--- config.mk ---
export PLATFORM = sky130hd
export DESIGN_NAME = count_arbiter
export DESIGN_NICKNAME = d
export VERILOG_FILES = /design/src/rtl/count_arbiter.sv
export SDC_FILE = /design/constraint.sdc
export NUM_CORES = 1
export LEC_CHECK = 0
export ABC_CLOCK_PERIOD_IN_PS = 2300
export BUFFER_PORTS_ARGS = -buffer_cell sky130_fd_sc_hd__buf_2
export CAP_MARGIN = 15
export CORE_UTILIZATION = 47
export DETAILED_ROUTE_END_ITERATION = 12
export GPL_TIMING_DRIVEN = 0
export HOLD_SLACK_MARGIN = 0.15
export PLACE_DENSITY = 0.78
export SYNTH_ARGS = -nofsm -noshare
export SYNTH_HDL_FRONTEND = slang
export SYNTH_SLANG_ARGS = --single-unit
--- constraint.sdc ---
create_clock -name clk -period 2.3 [get_ports clk]
set_input_delay 0.46 -clock clk [delete_from_list [all_inputs] [get_ports clk]]
set_output_delay 0.46 -clock clk [all_outputs]
set_load 0.005 [all_outputs]
--- src/rtl/count_arbiter.sv ---
`default_nettype none
// ============================================================================
// Module   : count_arbiter
// Purpose  : Round-robin arbiter and sequencer for a shared WIDTH-bit up
//            counter used as an interval timer. One requester at a time is
//            granted the counter, which runs from 0 up to that requester's
//            latched terminal value. A one-cycle done pulse follows.
// Ports    : clk    - clock, rising edge active
//            reset  - asynchronous active-high reset
//            req    - level request, one bit per requester
//            len    - terminal count per requester, slice i = len[i*WIDTH +: WIDTH]
//            grant  - one-hot grant, zero when no interval is running
//            owner  - index of the current or most recent grantee
//            busy   - high whenever the sequencer is not idle
//            done   - one-cycle completion pulse to the owner
//            count  - live counter value
// Revision : 1.0 - initial release
// ============================================================================
module count_arbiter #(
  parameter int WIDTH = 4,
  parameter int N_REQ = 4
) (
  input  logic                       clk,
  input  logic                       reset,
  input  logic [N_REQ-1:0]           req,
  input  logic [N_REQ*WIDTH-1:0]     len,
  output logic [N_REQ-1:0]           grant,
  output logic [$clog2(N_REQ)-1:0]   owner,
  output logic                       busy,
  output logic [N_REQ-1:0]           done,
  output logic [WIDTH-1:0]           count
);

  localparam int OW = $clog2(N_REQ);

  typedef enum logic [1:0] {
    S_IDLE = 2'd0,
    S_RUN  = 2'd1,
    S_DONE = 2'd2
  } state_t;

  state_t             state_q;
  logic [WIDTH-1:0]   term_q;
  logic [WIDTH-1:0]   count_q;
  logic [N_REQ-1:0]   grant_q;
  logic [N_REQ-1:0]   done_q;
  logic [OW-1:0]      owner_q;
  logic               busy_q;
  // Set until the first grant: the search must start at requester 0 rather
  // than owner+1, since owner also resets to 0.
  logic               first_q;

  logic               found_d;
  logic [OW-1:0]      sel_d;
  int unsigned        start_d;
  int unsigned        idx_d;

  // Circular priority search starting just above the most recent owner.
  always_comb begin
    found_d = 1'b0;
    sel_d   = '0;
    idx_d   = 0;
    start_d = first_q ? 0 : (int'(owner_q) + 1) % N_REQ;
    for (int k = 0; k < N_REQ; k++) begin
      idx_d = (start_d + k) % N_REQ;
      if (!found_d && req[idx_d]) begin
        found_d = 1'b1;
        sel_d   = idx_d[OW-1:0];
      end
    end
  end

  always_ff @(posedge clk or posedge reset) begin
    if (reset) begin
      state_q <= S_IDLE;
      term_q  <= '0;
      count_q <= '0;
      grant_q <= '0;
      done_q  <= '0;
      owner_q <= '0;
      busy_q  <= 1'b0;
      first_q <= 1'b1;
    end else begin
      case (state_q)
        S_IDLE: begin
          done_q <= '0;
          if (found_d) begin
            owner_q <= sel_d;
            term_q  <= len[sel_d*WIDTH +: WIDTH];
            count_q <= '0;
            grant_q <= N_REQ'(1) << sel_d;
            busy_q  <= 1'b1;
            first_q <= 1'b0;
            state_q <= S_RUN;
          end
        end
        S_RUN: begin
          // Terminal count is tested first so completion beats a
          // simultaneous request drop.
          if (count_q == term_q) begin
            done_q  <= grant_q;
            grant_q <= '0;
            state_q <= S_DONE;
          end else if (!req[owner_q]) begin
            grant_q <= '0;
            count_q <= '0;
            busy_q  <= 1'b0;
            state_q <= S_IDLE;
          end else begin
            count_q <= count_q + WIDTH'(1);
          end
        end
        S_DONE: begin
          done_q  <= '0;
          count_q <= '0;
          busy_q  <= 1'b0;
          state_q <= S_IDLE;
        end
        default: begin
          grant_q <= '0;
          done_q  <= '0;
          count_q <= '0;
          busy_q  <= 1'b0;
          state_q <= S_IDLE;
        end
      endcase
    end
  end

  assign grant = grant_q;
  assign owner = owner_q;
  assign busy  = busy_q;
  assign done  = done_q;
  assign count = count_q;

endmodule
`default_nettype wire

==> metrics.csv <==
metric,value,unit
syn_area,1400,µm²
hold_viol_final,0,
syn_area_per_cell,9.02,µm²
postLayoutCoreUtil,0.669,
area_delta_synth_final,33.1,%
synthDistinctLibCells,43,
vias,1401,
netlist_instances,155,
wl_per_cell,15.8,µm
synthFlopType,dfrtp_1,
worstSkewPairLatency,0.32,ns
routed_wl,3.71,mm
cp-start-kind,flop,
netlist_top_cells_count,"nor2_1 (25), dfrtp_1 (21), nor3_1 (12), mux2i_1 (10), nand2_1 (10)",
syn-num-nets,178,
port_buffers,35,
setup_viol,4,
track_usage,0.248,
synth_area_leaders,"dfrtp_1 (38%), mux2i_1 (7.2%), nor2_1 (6.7%)",
violations,negative setup slack,
cp_data_arrival_time,2.56,ns
skew,0.00326,ns
finalMaxSlewViolations,0,
core,2780,µm²
numPlacedInstances,221,
max_freq,424,MHz
htree_levels,1,
ys_ff_latch,22,
dpl.hpwl,2.35,mm
grt_overflow_total,0,
fp-row-count,19,
slowest_stage,dfstp_2,
grt_pass1_wl,6.15,mm
max-clock-path-buffers,2,
grt_pass1_vias,1322,
yosysTopAreaCellShare,0.376,
antenna_found_initial,0,
p_per_area,1420,nW/µm²
grt.met1_usage,0.325,
status,"complete, but fails checks",
tightest_slew,0.836,ns
fp.dieW,56.6,µm
drtIter0Drc,75,
grt_use_met2,0.410,
clkTransAtPathRegs,0.14,ns
cts.sinks,22,
grtUsageMet3,0.0346,
nets,227,
cts_root_buf,clkbuf_4,
slew_headroom,0.442,
drive_gt1_frac,0.404,
cp_max_fo,8,
critPathCaptureType,flop,
power,2.65,mW
path_common_cell,buf_6,
drc_errors,0,
die_area,3200,µm²
synth-async-reset-ratio,1.00,
die_h,56.6,µm
grt.busiest_layer,met2,
cp_cell_sequence,buf_6 > or2_4 > o22ai_2 > a221o_1 > o22a_1 > o22ai_2 > buf_6 > buf_6 > mux2i_4 > a211oi_2,
yosysMostFrequentCell,nor2_1,
finalCritPeriodShare,1.02,
critPathKind,reg2reg,
rsz0062_at_grt,yes,
avgViaCountPerCell,5.99,
initial_core_util,0.503,
min_path_type,in2async,
drt.antenna.violating_nets,0,
antennaDiodeCount,0,
fill_cells,221,
grt_max_degree,23,
p_leak,0.873,nW
io_pins,37,
max_stage_delay,0.55,ns
place.gp.congestion,0.817,
setup_ws,-0.0563,ns
critPathRequiredTime,2.51,ns
ys_seq_area_frac,0.394,
period_minus_slack,2.36,ns
yosysTopAreaCell,dfrtp_1,
stdcell_count,234,
hold_buffers,0,
cts_buffers,3,
firstDrtPassIters,4,
synth_edf_count,0,
maxCapViolCount,0,
peakVddDrop,0.00100,V
yosys_warnings,0,
cts_tree,built,
-- layout by cell type (no fill, tap or decap), types with 3 or more instances in the layout --
cell type,n
a211oi_2,4
buf_2,36
buf_4,10
buf_6,4
clkbuf_4,3
dfrtp_1,21
inv_1,7
mux2_4,4
mux2i_1,6
mux2i_2,3
nand2_1,9
nand2b_1,4
nor2_1,24
nor3_1,12
o21ai_0,6
o21ai_1,5
xnor2_1,4
-- layer usage --
layer,routed length [µm],part of all wire
met5,0,0
met4,86,0.023
met3,257,0.069
met2,1890,0.51
met1,1470,0.40
-- worst max-delay path: cells and delay by family, from the launching register on --
kind / cells / cell delay, ns
flops: 1 / 0.55
mux: 1 / 0.23
buf+inv: 3 / 0.39
compound gates: 5 / 0.91
simple gates: 1 / 0.15
-- through the flow --
stage | setup slack [ns] | TNS (ns) | hold WS (ns) | cell area (µm²)
finish | -0.0563 | -0.171 | 0.279 | 1860
global route | -0.121 | -0.849 | 0.368 | 1860
CTS | 0.00394 | 0 | 0.323 | 1810
detailed placement | -0.152 | -0.433 | 0.498 | 1610
global placement | -0.132 | -0.338 | 0.469 | 1610
floorplan | 0.0151 | 0 | 0.448 | 1400
-- layout make-up --
type / instances / area (µm²) / share of cell area
Clock buffer: 3 / 22.5 / 0.0121
Sequential cell: 22 / 552 / 0.296
Buffer: 6 / 50.0 / 0.0269
Timing Repair Buffer: 44 / 250 / 0.134
Inverter: 7 / 26.3 / 0.0141
Tap cell: 31 / 38.8 / 0.0208
Multi-Input combinational cell: 120 / 892 / 0.479
Clock inverter: 1 / 30.0 / 0.0161
-- path summary, 6_finish.rpt --
path / endpoint / startpoint / cells after the start / slack [ns]
worst min register to register: busy$_DFFE_PP0P_ / busy$_DFFE_PP0P_ / 2 / 0.53
worst min-delay path: count[0]$_DFFE_PP0P_ / reset / 2 / 0.28
min in group clk: term_q[3]$_DFFE_PP0P_ / len[3] / 3 / 0.48
worst max-delay path: term_q[2]$_DFFE_PP0P_ / first_q$_DFFE_PP1P_ / 10 / -0.06
max in group asynchronous: done[1]$_DFFE_PP0P_ / reset / 2 / 1.51
worst max register to register: term_q[2]$_DFFE_PP0P_ / first_q$_DFFE_PP1P_ / 10 / -0.06
-- state kept, by name (all words and copies together) (netlist names) --
signal and cells:
count 4, done 4, grant 4, term_q 4, owner 2, state_q 2
busy 1, first_q 1
-- timing repair --
item                                    CTS  global route
buffers inserted                          6             2
gates resized for setup                  20             8
gates cloned                              1             0
endpoints found under the setup margin   10            14
pin swaps                                 9             8
-- kinds of logic after synthesis --
group | synth area share
AO/OA/AOI/OAI | 0.188
AND/OR/NAND/NOR | 0.225
XOR/XNOR | 0.0250
buffers and inverters | 0.0546
flip-flops | 0.394
multiplexers | 0.104
adder cells (fa/ha/maj) | 0.00894
-- where the power goes --
part / leakage (nW) / internal, mW / switching (mW)
clock network: 0.0279 / 0.176 / 0.134
registers: 0.279 / 0.506 / 0.127
logic: 0.566 / 0.826 / 0.879
(Power assumes the default switching activity.)
